--- src/rtl/dff_mem_pkg.sv ---
// Shared opcode and FSM state encodings for the flip-flop burst memory.
package dff_mem_pkg;
    localparam logic [1:0] OP_READ   = 2'b00;
    localparam logic [1:0] OP_WRITE  = 2'b01;
    localparam logic [1:0] OP_SETPTR = 2'b10;
    localparam logic [1:0] OP_CLEAR  = 2'b11;

    localparam logic [0:0] ST_IDLE   = 1'b0;
    localparam logic [0:0] ST_CLEAR  = 1'b1;
endpackage

--- src/rtl/dff_mem_array.sv ---
// Storage only: one synchronous write port and one registered read port.
module dff_mem_array #(
    parameter int DATA_W = 8,
    parameter int ADDR_W = 4
) (
    input  logic              clk,
    input  logic              rst,
    input  logic              we_i,
    input  logic [ADDR_W-1:0] waddr_i,
    input  logic [DATA_W-1:0] wdata_i,
    input  logic              re_i,
    input  logic [ADDR_W-1:0] raddr_i,
    output logic [DATA_W-1:0] rdata_o
);
    localparam int DEPTH = 2 ** ADDR_W;

    logic [DATA_W-1:0] mem_q [DEPTH];
    logic [DATA_W-1:0] rdata_q;

    // Contents are deliberately not reset; the top-level sweep zeroes them.
    always_ff @(posedge clk) begin
        if (we_i) begin
            mem_q[waddr_i] <= wdata_i;
        end
    end

    // Read register holds its value between reads.
    always_ff @(posedge clk) begin
        if (rst) begin
            rdata_q <= '0;
        end else if (re_i) begin
            rdata_q <= mem_q[raddr_i];
        end
    end

    assign rdata_o = rdata_q;
endmodule

--- src/rtl/dff_mem_burst.sv ---
// Command-driven DFF RAM: valid/ready command port, auto-increment pointer,
// one-cycle registered reads and a hardware clear sweep.
module dff_mem_burst
    import dff_mem_pkg::*;
#(
    parameter int DATA_W         = 8,
    parameter int ADDR_W         = 4,
    parameter bit CLEAR_ON_RESET = 1'b1
) (
    input  logic              clk,
    input  logic              rst,
    input  logic              cmd_valid,
    output logic              cmd_ready,
    input  logic [1:0]        cmd_op,
    input  logic              cmd_use_ptr,
    input  logic [ADDR_W-1:0] cmd_addr,
    input  logic [DATA_W-1:0] wr_data,
    output logic              rd_valid,
    output logic [DATA_W-1:0] rd_data,
    output logic [ADDR_W-1:0] ptr,
    output logic              busy
);
    localparam logic [ADDR_W-1:0] LAST_IDX = '1;
    localparam logic [0:0]        ST_RESET = CLEAR_ON_RESET ? ST_CLEAR : ST_IDLE;

    logic [0:0]        state_q, state_d;
    logic [ADDR_W-1:0] ptr_q, ptr_d;
    logic [ADDR_W-1:0] clr_idx_q, clr_idx_d;
    logic              rd_valid_q, rd_valid_d;

    logic              accept;
    logic              in_clear;
    logic [ADDR_W-1:0] eff_addr;
    logic              mem_we;
    logic              mem_re;
    logic [ADDR_W-1:0] mem_waddr;
    logic [DATA_W-1:0] mem_wdata;

    assign in_clear = (state_q == ST_CLEAR);
    assign accept   = cmd_valid && !in_clear;
    assign eff_addr = cmd_use_ptr ? ptr_q : cmd_addr;

    always_comb begin
        state_d    = state_q;
        ptr_d      = ptr_q;
        clr_idx_d  = clr_idx_q;
        rd_valid_d = 1'b0;
        if (in_clear) begin
            if (clr_idx_q == LAST_IDX) begin
                state_d   = ST_IDLE;
                clr_idx_d = '0;
            end else begin
                clr_idx_d = ADDR_W'(clr_idx_q + 1'b1);
            end
        end else if (accept) begin
            case (cmd_op)
                OP_READ: begin
                    rd_valid_d = 1'b1;
                    if (cmd_use_ptr) ptr_d = ADDR_W'(ptr_q + 1'b1);
                end
                OP_WRITE: begin
                    if (cmd_use_ptr) ptr_d = ADDR_W'(ptr_q + 1'b1);
                end
                OP_SETPTR: ptr_d = cmd_addr;
                default: begin
                    state_d   = ST_CLEAR;
                    clr_idx_d = '0;
                    ptr_d     = '0;
                end
            endcase
        end
    end

    always_ff @(posedge clk) begin
        if (rst) begin
            state_q    <= ST_RESET;
            ptr_q      <= '0;
            clr_idx_q  <= '0;
            rd_valid_q <= 1'b0;
        end else begin
            state_q    <= state_d;
            ptr_q      <= ptr_d;
            clr_idx_q  <= clr_idx_d;
            rd_valid_q <= rd_valid_d;
        end
    end

    // The sweep owns the write port while clearing; writes are suppressed in reset.
    assign mem_we    = !rst && (in_clear || (accept && cmd_op == OP_WRITE));
    assign mem_waddr = in_clear ? clr_idx_q : eff_addr;
    assign mem_wdata = in_clear ? '0 : wr_data;
    assign mem_re    = !rst && accept && (cmd_op == OP_READ);

    dff_mem_array #(
        .DATA_W (DATA_W),
        .ADDR_W (ADDR_W)
    ) u_array (
        .clk     (clk),
        .rst     (rst),
        .we_i    (mem_we),
        .waddr_i (mem_waddr),
        .wdata_i (mem_wdata),
        .re_i    (mem_re),
        .raddr_i (eff_addr),
        .rdata_o (rd_data)
    );

    assign cmd_ready = !in_clear;
    assign busy      = in_clear;
    assign rd_valid  = rd_valid_q;
    assign ptr       = ptr_q;
endmodule

--- config.mk ---
export PLATFORM = sky130hd
export DESIGN_NAME = dff_mem_burst
export DESIGN_NICKNAME = d
export VERILOG_FILES = /design/src/rtl/dff_mem_pkg.sv /design/src/rtl/dff_mem_array.sv /design/src/rtl/dff_mem_burst.sv
export SDC_FILE = /design/constraint.sdc
export NUM_CORES = 1
export LEC_CHECK = 0
export CAP_MARGIN = 20
export CORE_ASPECT_RATIO = 0.6
export CORE_MARGIN = 2
export CORE_UTILIZATION = 59
export CTS_CLUSTER_SIZE = 20
export DETAILED_ROUTE_END_ITERATION = 16
export HOLD_SLACK_MARGIN = 0.06
export PLACE_DENSITY_LB_ADDON = 0.08
export REMOVE_ABC_BUFFERS = 1
export SKIP_LAST_GASP = 1
export SYNTH_ARGS = -nofsm -noshare
export SYNTH_HDL_FRONTEND = slang
export SYNTH_SLANG_ARGS = --single-unit
--- constraint.sdc ---
create_clock -name clk -period 2.92 [get_ports clk]
set_input_delay 0.292 -clock clk [delete_from_list [all_inputs] [get_ports clk]]
set_output_delay 0.292 -clock clk [all_outputs]
set_load 0.05 [all_outputs]
# Yosys cells after proc, flatten, opt, wreduce, memory -nomap -nowiden
# Memories as Yosys holds them, arrays and structs flattened. A register that Yosys moved wholly into a read port is not among the register bits.
# Index checks and enable logic that the tools add are counted.
# totals
reg_bits	10
latchBits	0
ram_bits	128
mem_bits_ro	0
input_bits	18
output_inout_bits	15
word_cells	45
n_memories	1
# memory_table
name	depth	word_bits	rd	rd_ports_with_merged_regs	write_ports	line_no	rtl
u_array.mem_q	16	8	1	1	1	dff_mem_array.sv:17	logic [DATA_W-1:0] mem_q [DEPTH];
# classes
addsub	2
mul	0
div	0
order_cmp	0
eq_ne	5
shift	0
n_mux	16
bitwise_logic	2
reduce_logical	15
# ops
op	n
4-bit 2-to-1 mux	7
4-bit by 1-bit adder with 4-bit output, second input constant	2
8-bit 2-to-1 mux	1
4-bit case mux with 2 select lines	1
1-bit 2-to-1 mux	7
3-bit OR reduction	2
1-bit logical AND	5
4-bit == test, second input constant	1
2-bit by 1-bit inequality test with 1-bit output, second input constant	2
3-bit AND reduction	1
2-bit by 1-bit == test with 1-bit output, second input constant	1
2-bit == test, second input constant	1
1-bit logical NOT	2
2-bit logical NOT	1
1-bit NOT	2
2-bit AND reduction	1
2-bit nonzero test	1
2-bit OR reduction	1
1-bit logical OR	1

# Longest topological paths before layout
# depth
depth_word	7
mapped_depth	8
ltp_nobuf	6

# Hierarchy
# From an unflattened synthesis, not the netlist that was laid out.
# hier_totals
hier_cells	399
area_unflattened_um2	6054.6
# by_module_without_submodules
module	instances	cells_each	area_per_inst_um2	seq_area_each_um2
dff_mem_array	1	316	5343.9	4003.8
dff_mem_burst	1	83	710.7	200.2

# Worst setup path before layout
# No wires, ideal clock.
# synth_path
kind	flip-flop to flip-flop
from	register state_q, in the netlist busy
to	memory u_array.mem_q[5][0], enable pin
setup_time_ns	0.370
arrival_time_ns	2.050
t_required_ns	2.550
slack_ns	0.500
stages_incl_launch_ff	6
n_path_buf	1
period_less_slack_ns	2.420
path_cell_list	dfxtp_1 clkbuf_1 inv_1 nor3_1 o21ai_0 nor2_1
# synth_between
elab_chain_cells	7
word_cells_on_any_way	8
cone_classes	mux: 3; reduce/logical: 5
# synth_lines
item	line_no	rtl
start: declaration	dff_mem_burst.sv:26	logic [0:0] state_q, state_d;
start signal: assignment	dff_mem_burst.sv:81	state_q <= state_d;
1-bit logical NOT	n/a	
named net cmd_ready	dff_mem_burst.sv:13	output logic cmd_ready,
1-bit logical AND	dff_mem_burst.sv:40	assign accept = cmd_valid && !in_clear;
1-bit logical AND	dff_mem_burst.sv:89	assign mem_we = !rst && (in_clear || (accept && cmd_op == OP_WRITE));
1-bit logical OR	dff_mem_burst.sv:89	
1-bit logical AND	dff_mem_burst.sv:89	
1-bit 2-to-1 mux	dff_mem_array.sv:22	if (we_i) begin
1-bit 2-to-1 mux (not written as such)	dff_mem_array.sv:23	mem_q[waddr_i] <= wdata_i;
end: declaration	dff_mem_array.sv:17	
# The timed path passes the listed nets, and every way through them passes these cells.

# Worst setup path in the final report
# layout_path
from	register state_q, in the netlist busy
to	memory u_array.mem_q[4][2], enable pin
# layout_between
elab_chain_cells	7
word_cells_on_any_way	8
cone_classes	mux: 3; reduce/logical: 5
# layout_lines
item	line_no
1-bit logical NOT	dff_mem_burst.sv:40
1-bit logical AND	dff_mem_burst.sv:40
1-bit logical AND	dff_mem_burst.sv:89
1-bit logical OR	dff_mem_burst.sv:89
1-bit logical AND	dff_mem_burst.sv:89
1-bit 2-to-1 mux	dff_mem_array.sv:22
1-bit 2-to-1 mux (not written as such)	dff_mem_array.sv:23
# Several ways; a longest one is shown, not always the timed one.

==> flow_results.org <==
** Pwr
- Power share of the sequential group :: 0.494
- Of the total power, the share spent switching nets is 0.214.
- The analysis attributes to cell leakage a power of 2.58 nW.
- Maximum vdd drop :: 0.440 mV
- Of the total power, combinational logic draws 0.056.
- The share of total power dissipated in the clock network is 0.451.
- Dividing total power by cell area gives a power density of 613 nW/um^2.
- Internal power comes to 3.63 mW.
- Power dissipated by switching net loads :: 0.990 mW

** Clock tree
- Clk buf depth :: 2
- TritonCTS built the clock tree.
- Clk sinks :: 146
- Clock-pin slew was measured on the worst setup and hold paths at 0.06 ns.
- Once the clock tree was built, the setup fixing pass inserted 0 buffers.
- CTS HTree Levels :: 4
- For this design, the CTS-stage hold fixing added 0 buffers.
- Post-CTS resize count :: 0
- Clock root cell :: sky130_fd_sc_hd__clkbuf_16
- The clock reaches the later pin of the worst-skew pair after 0.42 ns.
- Buffers inserted during clock tree synthesis total 17.

** Timing
- Maximum clock frequency :: 405 MHz
- Final period demand of the worst path :: 2.47 ns
- Worst hold margin :: 0.471 ns
- Final setup violation count :: 0
- Max-slew violation count :: 0
- For the pin with the worst max-slew slack, the measured transition is 0.897 ns.
- Headroom to the max-slew limit came out at 0.400.
- Post-route fraction of the period consumed by the critical path :: 0.846
- Number of hold violations in the final report :: 0
- Setup repair after global routing missed its margin :: false
- Between clock sinks in the finished design, the worst skew comes to 0.00891 ns.

** Synthesis
- For this run, the number of Yosys warnings is 0.
- After synthesis the netlist holds a flip-flop and latch count of 146.
- Yosys mapped a number of flops with a built-in enable equal to 128.
- Sorting the synthesized cells by area gives the leading types as sky130_fd_sc_hd__edfxtp_1 62%, sky130_fd_sc_hd__dfxtp_1 5.8%, sky130_fd_sc_hd__mux4_2 5.4%.
- Syn Std Cell Area :: 6230 um^2
- Counting flops with an async set or reset pin after synthesis yields a share of 0.
- For this run, the register share of the synthesized area comes to 0.675.
- Synthesized instance count :: 426
- Syn Area/Cell :: 14.6 um^2
- The share of synthesized area in the top cell type comes to 0.617.
- Synthesis instantiated 44 different standard cells from the library.
- Flip-flop cell with the highest count after synthesis :: sky130_fd_sc_hd__edfxtp_1
- Summed over all instances, the cell type with the most area after synthesis is sky130_fd_sc_hd__edfxtp_1.

** Hold path
- Hold wc startpoint :: u_array.rdata_o[0]
- The worst hold path belongs to the class flip-flop to flip-flop.

** Die
- Initial standard-cell utilization of the core :: 0.598
- The die covers 11400 um^2.
- Die width :: 137 um
- Total number of placement rows :: 29
- Core area :: 10400 um^2
- During I/O placement, the number of pins put on the boundary was 33.
- The die is 83.6 um tall.

** Detailed routing
- ANT nets after route :: 0
- For this block, the routed nets add up to 15200 um of wire.
- Via density per instance :: 6.32
- In the final routed layout, each cell accounts on average for 23.4 um.
- Total vias in the final route :: 4107
- Violation count after the first detailed-routing iteration :: 494
- For this run, the detailed router's first-pass iteration total came to 7.
- Number of remaining DRC errors :: 0

** Place
- The wire-length estimate of the detail-placed layout is 10300 um.
- The count of buffers added on input and output ports is 32.
- At the end of routability-driven placement, the weighted congestion stood at 0.901.
- Including well taps, the total number of placed cells is 618.

** Worst setup path
- STA classifies the critical path endpoint as a flip-flop.
- Critical path startpoint category :: flip-flop
- Of all nets on the critical path, the largest fanout is 19.
- For the worst setup path, the data required time is 2.97 ns.
- Startpoint of the worst-slack reg-to-reg timing path :: busy
- Endpoint arrival time on the critical path :: 2.52 ns
- Startpoint of the most critical setup path :: busy
- The worst setup path is of the flip-flop to flip-flop kind.

** GRT
- After global routing the overflow that remains totals 0.
- The via count of the first global-routing pass is 4031.
- The initial antenna violation count came to 0.
- The first global-routing pass estimated 23500 um of wire.
- For this run, the total global-route usage over all layers was measured as 0.289.
- Largest net degree at the start of global routing :: 24

** Cells and area
- Fill cells in the final layout number 652.
- Sequential Area :: 4200 um^2
- 0 antenna diodes ended up in the layout.
- In the final layout, the multi-input gates occupy 1890 um^2.
- In the final layout, the share of cells above drive strength 1 is 0.196.
- Final non-filler cell total :: 650
- At the end of the flow, the number of nets in the layout was 518.
- Layout-stage area growth over the synthesis result :: 20.9%

** Flow run
- Across the run, the number of max-cap violations was 0.

** Outcome
- Run status :: completed
power by group through the flow:
stage | logic [mW] | registers [mW] | clock network [mW]
5_1_grt | 0.275 | 2.28 | 2.20
6_report | 0.257 | 2.28 | 2.08
3_5_place_dp | 0.252 | 2.32 | 0
2_1_floorplan | 0.134 | 2.32 | 0
4_1_cts | 0.255 | 2.28 | 2.10
3_3_place_gp | 0.248 | 2.32 | 0
cell usage after synthesis, types with 2 or more instances:
master / number
sky130_fd_sc_hd__a21oi_1: 5
sky130_fd_sc_hd__a221oi_1: 6
sky130_fd_sc_hd__a22oi_1: 6
sky130_fd_sc_hd__a311oi_1: 2
sky130_fd_sc_hd__a31oi_1: 10
sky130_fd_sc_hd__a32oi_1: 5
sky130_fd_sc_hd__and3_1: 2
sky130_fd_sc_hd__buf_1: 2
sky130_fd_sc_hd__buf_2: 6
sky130_fd_sc_hd__buf_4: 2
sky130_fd_sc_hd__buf_6: 2
sky130_fd_sc_hd__clkbuf_1: 11
sky130_fd_sc_hd__dfxtp_1: 18
sky130_fd_sc_hd__edfxtp_1: 128
sky130_fd_sc_hd__ha_1: 2
sky130_fd_sc_hd__inv_1: 10
sky130_fd_sc_hd__mux2_2: 6
sky130_fd_sc_hd__mux2i_1: 17
sky130_fd_sc_hd__mux4_1: 3
sky130_fd_sc_hd__mux4_2: 15
sky130_fd_sc_hd__nand2_1: 23
sky130_fd_sc_hd__nand2b_1: 2
sky130_fd_sc_hd__nand3_1: 14
sky130_fd_sc_hd__nand3b_1: 2
sky130_fd_sc_hd__nor2_1: 38
sky130_fd_sc_hd__nor2b_1: 14
sky130_fd_sc_hd__nor3_1: 8
sky130_fd_sc_hd__nor3b_1: 2
sky130_fd_sc_hd__o211ai_1: 13
sky130_fd_sc_hd__o21ai_0: 22
sky130_fd_sc_hd__o21bai_1: 10
sky130_fd_sc_hd__o221ai_1: 5
sky130_fd_sc_hd__o31ai_1: 4
registers in the layout (all words and copies together) (netlist names):
signal	count
busy	1
clr_idx_q	4
ptr	4
rd_valid	1
u_array.mem_q	128
u_array.rdata_o	8
layout by cell type (no fill, tap or decap), types with 13 or more instances in the layout:
| master | Yosys | final |
|---|---|---|
| sky130_fd_sc_hd__o211ai_1 | 13 | 13 |
| sky130_fd_sc_hd__mux4_2 | 15 | 15 |
| sky130_fd_sc_hd__clkdlybuf4s50_1 | 0 | 32 |
| sky130_fd_sc_hd__edfxtp_1 | 128 | 128 |
| sky130_fd_sc_hd__nor2b_1 | 14 | 14 |
| sky130_fd_sc_hd__nor2_1 | 38 | 38 |
| sky130_fd_sc_hd__mux2i_1 | 17 | 15 |
| sky130_fd_sc_hd__nand2_1 | 23 | 23 |
| sky130_fd_sc_hd__o21ai_0 | 22 | 22 |
| sky130_fd_sc_hd__dfxtp_1 | 18 | 18 |
| sky130_fd_sc_hd__buf_4 | 2 | 43 |
| sky130_fd_sc_hd__nand3_1 | 14 | 14 |
| sky130_fd_sc_hd__clkbuf_16 | 0 | 17 |
per-layer routing:
layer  wire, um  vias to the layer above  track usage
met5          0                        -            0
met4        237                        0       0.0871
met2       6770                      208        0.409
met3       1430                       23       0.0868
met1       6780                     2049        0.436
li1           -                     1827            -
area by class of cell:
class                      instances  area share
tap                              139      0.0231
clock buffer                      17      0.0565
multi-input combinational        247       0.251
timing repair buffer              76      0.0880
inverter                          10     0.00498
clock inverter                    15      0.0188
sequential                       146       0.558
metrics by stage:
stage               setup TNS (ns)  setup WS, ns  utilization  total power [mW]  instance area [um^2]
floorplan                    -7.07        -0.343            -              2.45                  6120
global placement                 0         0.226        0.669              2.57                  6970
detailed placement               0         0.155        0.669              2.58                  6970
CTS                              0         0.441        0.724              4.63                  7540
global route                     0         0.249        0.724              4.76                  7540
finish                           0         0.450        0.724              4.62                  7540
final timing paths:
| path | slack (ns) | depth (start not counted) | endpoint |
|---|---|---|---|
| hold / removal | 0.47 | 2 | u_array.rdata_o[0] |
| setup / recovery | 0.45 | 4 | u_array.mem_q[4][2] |
| setup reg to reg | 0.45 | 4 | u_array.mem_q[4][2] |
| hold reg to reg | 0.47 | 2 | u_array.rdata_o[0] |
worst max-delay path, cell delays in order, from the launching register on:
cell and delay, ns:
sky130_fd_sc_hd__dfxtp_1 0.76, sky130_fd_sc_hd__inv_1 0.22, sky130_fd_sc_hd__nor3_1 0.19, sky130_fd_sc_hd__o21ai_0 0.24, sky130_fd_sc_hd__nor2_1 0.68
kinds of logic after synthesis:
family,after synthesis,share of synthesized area
flip-flops,146,0.675
AND/OR/NAND/NOR,109,0.0835
AO/OA/AOI/OAI,93,0.104
multiplexers,43,0.110
buffers and inverters,33,0.0247
adder cells (fa/ha/maj),2,0.00401
(Power assumes the default switching activity.)
